### config.mk
export PLATFORM = sky130hd
export DESIGN_NAME = alu_operand_entry
export DESIGN_NICKNAME = d
export VERILOG_FILES = /design/src/rtl/alu_operand_entry.sv
export SDC_FILE = /design/constraint.sdc
export NUM_CORES = 1
export LEC_CHECK = 0
export CAP_MARGIN = 20
export CORE_MARGIN = 4
export CORE_UTILIZATION = 43
export DETAILED_ROUTE_END_ITERATION = 10
export PLACE_DENSITY = 0.79
export SETUP_SLACK_MARGIN = 0.2
export SKIP_LAST_GASP = 1
export SLEW_MARGIN = 20
export SYNTH_ARGS = -nofsm -noshare
export SYNTH_HDL_FRONTEND = slang
export SYNTH_HIERARCHICAL = 1
export SYNTH_SLANG_ARGS = --single-unit
### constraint.sdc
create_clock -name CLK -period 1.75 [get_ports CLK]
set_input_delay 0.4375 -clock CLK [delete_from_list [all_inputs] [get_ports CLK]]
set_output_delay 0.4375 -clock CLK [all_outputs]
set_load 0.05 [all_outputs]
### src/rtl/alu_operand_entry.sv
// Operand entry sequencer for the ALU bring-up board path: debounced pushbuttons
// capture operand A, operand B and the opcode from the switches, then hand them off with valid/ack.

module key_debounce #(
  parameter int DEBOUNCE_CYCLES = 16
) (
  input  logic CLK,
  input  logic RST,
  input  logic key_raw,
  output logic press
);
  localparam int CNT_W = (DEBOUNCE_CYCLES > 2) ? $clog2(DEBOUNCE_CYCLES) : 1;
  localparam logic [CNT_W-1:0] CNT_MAX = CNT_W'(DEBOUNCE_CYCLES - 1);

  logic             sync1;
  logic             sync2;
  logic             level;
  logic [CNT_W-1:0] cnt;

  // NOTE: every register here reads the previous-cycle value of the others, so all
  // assignments are non-blocking; blocking ones would collapse the synchronizer stages.
  always_ff @(posedge CLK) begin
    if (RST) begin
      sync1 <= 1'b1;
      sync2 <= 1'b1;
      level <= 1'b1;
      cnt   <= '0;
      press <= 1'b0;
    end else begin
      sync1 <= key_raw;
      sync2 <= sync1;
      press <= 1'b0;
      if (sync2 == level) begin
        cnt <= '0;
      end else if (cnt == CNT_MAX) begin
        // Accept the new level; a fall from released (1) is a press.
        level <= sync2;
        cnt   <= '0;
        press <= level;
      end else begin
        cnt <= cnt + 1'b1;
      end
    end
  end
endmodule

module alu_operand_entry #(
  parameter int DEBOUNCE_CYCLES = 16
) (
  input  logic        CLK,
  input  logic        RST,
  input  logic [3:0]  KEY,
  input  logic [17:0] SW,
  output logic [31:0] porta,
  output logic [31:0] portb,
  output logic [3:0]  aluop,
  output logic        op_valid,
  input  logic        op_ack,
  output logic [1:0]  entry_state
);
  typedef logic [31:0] word_t;
  typedef logic [3:0]  aluop_t;
  typedef enum logic [1:0] {
    GET_A  = 2'd0,
    GET_B  = 2'd1,
    GET_OP = 2'd2,
    ISSUE  = 2'd3
  } state_t;

  state_t state;
  logic   enter;
  logic   cancel;
  word_t  operand;
  aluop_t opcode;
  logic   unused_inputs;

  assign unused_inputs = ^{KEY[3:2], SW[17]};

  key_debounce #(.DEBOUNCE_CYCLES(DEBOUNCE_CYCLES)) u_enter (
    .CLK     (CLK),
    .RST     (RST),
    .key_raw (KEY[0]),
    .press   (enter)
  );

  key_debounce #(.DEBOUNCE_CYCLES(DEBOUNCE_CYCLES)) u_cancel (
    .CLK     (CLK),
    .RST     (RST),
    .key_raw (KEY[1]),
    .press   (cancel)
  );

  assign operand = {{16{SW[16]}}, SW[15:0]};
  assign opcode  = SW[3:0];

  always_ff @(posedge CLK) begin
    if (RST) begin
      state    <= GET_A;
      porta    <= '0;
      portb    <= '0;
      aluop    <= '0;
      op_valid <= 1'b0;
    end else if (cancel) begin
      // Cancel outranks enter and ack; captured values are deliberately kept.
      state    <= GET_A;
      op_valid <= 1'b0;
    end else begin
      unique case (state)
        GET_A: if (enter) begin
          porta <= operand;
          state <= GET_B;
        end
        GET_B: if (enter) begin
          portb <= operand;
          state <= GET_OP;
        end
        GET_OP: if (enter) begin
          aluop    <= opcode;
          op_valid <= 1'b1;
          state    <= ISSUE;
        end
        ISSUE: if (op_ack) begin
          op_valid <= 1'b0;
          state    <= GET_A;
        end
        default: state <= GET_A;
      endcase
    end
  end

  assign entry_state = state;
endmodule

==> results by group <==
Global route
  – First-pass GRT wire length: 9.32 mm
  – GRT Residual Overflow: 0
  – Initial antenna violation count: 0
  – Largest net degree at the start of global routing: 29
  – Total Routing Usage GR: 16.3%
  – Vias in the first global route: 2046

Yosys
  – Cell types occupying the most area after synthesis: dfxtp_1, nand2_1, buf_4
  – Total standard cell area after synthesis: 2470 um^2
  – Post-Syn Area per Cell: 9.12 um^2
  – Netlist cell types: 28
  – Commonest cells post-synth: nand2_1, dfxtp_1, buf_4
  – Most frequent cell after synthesis: nand2_1
  – Number of enable flip-flop cells after synthesis: 0
  – Number of cells produced by synthesis: 271
  – Synth Flop Type: dfxtp_1
  – Syn nets: 303
  – Sequential element share of the synthesized area: 46.2%
  – Top cell type's share of synthesized area: 46.2%
  – Async S/R FF share, synth: 0%
  – Synthesis-stage register bit count: 57
  – Total of warnings raised by yosys: 6
  – Top cell type by total area after synthesis: dfxtp_1

Die
  – Die footprint: 7020 um^2
  – Site Rows: 27
  – Die W: 83.8 um
  – Effective utilization at floorplan: 44.6%
  – Chip height: 83.8 um
  – Total core area: 5540 um^2
  – I/O pin count: 96

Placement
  – Post-Place Cells: 399
  – HPWL Detailed: 4.30 mm
  – Gpl congestion: 0.717
  – Count of buffers inserted at the top-level ports: 92

STA
  – Number of setup violations in the final report: 0
  – Minimum clock period: 1.50 ns
  – Number of hold-slack violations in the final timing report: 0
  – Setup Skew: 0.00517 ns
  – Count of pins over their slew limit: 0
  – FMAX: 0.666 GHz
  – Post-route setup TNS: 0 ns
  – Setup repair after global routing missed its margin: false
  – Tightest slew margin relative to the limit: 67.6%
  – Worst Max-Slew Pin Slew: 0.486 ns
  – Period Utilization, post-route: 85.8%

Clock network
  – CTS tree: built
  – Cts repair resizes: 1
  – Buffer levels on the longest clock path: 2
  – Worst skew pair latency: 0.32 ns
  – CTS sink cnt: 57
  – Number of buffers added for setup after CTS: 0
  – H-tree levels: 3
  – Clock slew at reported path FFs: 0.06 ns
  – Cell chosen for the clock root: clkbuf_8
  – Total of hold buffers inserted after clock tree synthesis: 0
  – Number of clock buffers inserted by TritonCTS: 9

Detailed routing
  – Routed WL per cell: 13.8 um
  – Post-route antenna net violation count: 0
  – Detailed-route DRC error count: 0
  – Number of vias after detailed routing: 2011
  – Post-DR vias/cell: 4.86
  – Initial DRT Pass Iterations: 4
  – Routed wire length: 5.72 mm
  – DRT iter0 DRCs: 65

Setup path
  – Worst flop-to-flop path endpoint: porta[1]
  – Worst EP required: 1.31 ns
  – Type of element launching the critical path: register
  – Startpoint of the worst-slack reg-to-reg timing path: entry_state[1]
  – Critical path class: register to primary output
  – Worst R2R Path Depth: 5
  – Worst path arrival time: 1.06 ns
  – Crit path max fanout: 16
  – Endpoint type of the worst setup path: primary output
  – Minimum setup slack among reg-to-reg paths: 0.34 ns

Pwr
  – Leakage Power: 1.52 nW
  – Maximum resistive drop on vdd: 0.535 mV
  – Pwr per Cell Area: 726 nW/um^2

Worst hold path
  – Hold-critical path depth: 1
  – Type of the tightest min-delay check: register to register
  – Launch point of the worst hold path: u_cancel/sync1
  – Worst min-delay path endpoint: u_cancel/sync2

Layout
  – Inserted Diodes: 0
  – Layout cell share with drive strength beyond 1: 38.3%
  – Final net count: 370
  – Area added between synthesis and finish: 49.7%
  – Final cell count without fillers: 414

Status
  – Status: finished, final reports clean

Job
  – Count of max-cap constraint violations: 0
[report_power, final]
group | internal [mW] | switching (mW)
registers | 1.30 | 0.00324
logic | 0.0532 | 0.0429
clock network | 0.803 | 0.480
[cell usage in the layout, fill, tap and decap left out, types with 2 or more instances in the layout]
cell	count
nand3b_1	3
nor3_1	2
nor4b_2	2
a41oi_1	2
buf_4	41
clkdlybuf4s50_1	20
clkbuf_8	13
nand2_2	3
and3b_2	2
buf_12	35
nand3b_4	2
nor2_1	11
ha_1	7
dfxtp_1	53
or2_2	5
a21oi_1	14
a21oi_2	20
nand2_1	74
inv_1	5
xor2_1	6
nand3_1	4
mux2i_1	6
dfxtp_2	4
[per-layer routing]
metal	global-route usage [%]	up-vias	share of wire (%)
li1	-	982	-
met1	17.5	936	42
met2	27.8	79	48
met3	6.61	14	8.3
met4	7.60	0	2.0
met5	0	-	0
[critical path, stage by stage (launching register included)]
cell     delay [ns]
dfxtp_2        0.35
buf_12         0.22
buf_12         0.17
[stage by stage]
| stage | util, % | setup slack [ns] | area [um^2] | hold WS, ns | power [mW] |
|---|---|---|---|---|---|
| floorplan | - | 0.204 | 2480 | 0.389 | 1.36 |
| global placement | 62.5 | 0.168 | 3460 | 0.393 | 1.43 |
| detailed placement | 62.5 | 0.100 | 3460 | 0.399 | 1.43 |
| CTS | 66.4 | 0.232 | 3680 | 0.414 | 2.71 |
| global route | 66.8 | 0.208 | 3700 | 0.432 | 2.77 |
| finish | 66.8 | 0.249 | 3700 | 0.408 | 2.68 |
[area by class of cell]
cell class / instances / area [um^2]
clock buffers: 13 / 179
clock inverters: 2 / 35.0
inverters: 5 / 18.8
fillers: 446 / 1840
multi-input cells: 168 / 1020
repair buffers: 97 / 1210
flip-flops and latches: 57 / 1150
well taps: 72 / 90.1
[cells by family (layout without fill, tap and decap cells)]
group	count (synthesis)	in the layout	share of synthesized area (%)
DFF	57	57	46.2
AOI/OAI and AO/OA	39	39	11.4
xor gates and xnor gates	6	6	2.13
muxes	6	6	2.43
buffers and inverters	46	117	13.6
and+or+nand+nor	110	110	20.7
adders and majority gates	7	7	3.54
[worst max path at each step]
stage	startpoint	endpoint	slack [ns]
5_1_grt	portb[16]	portb[17]	0.21
2_1_floorplan	entry_state[0]	porta[10]	0.20
6_report	portb[16]	portb[17]	0.25
4_1_cts	portb[16]	portb[17]	0.23
3_5_place_dp	entry_state[0]	porta[1]	0.1
3_3_place_gp	entry_state[0]	porta[7]	0.17
[sequential cells by signal (all words and copies together) (netlist names), 2 cells and up]
| signal | count |
|---|---|
| u_cancel/cnt | 4 |
| u_enter/cnt | 4 |
| porta | 17 |
| aluop | 4 |
| entry_state | 2 |
| portb | 17 |
(Power assumes the default switching activity.)
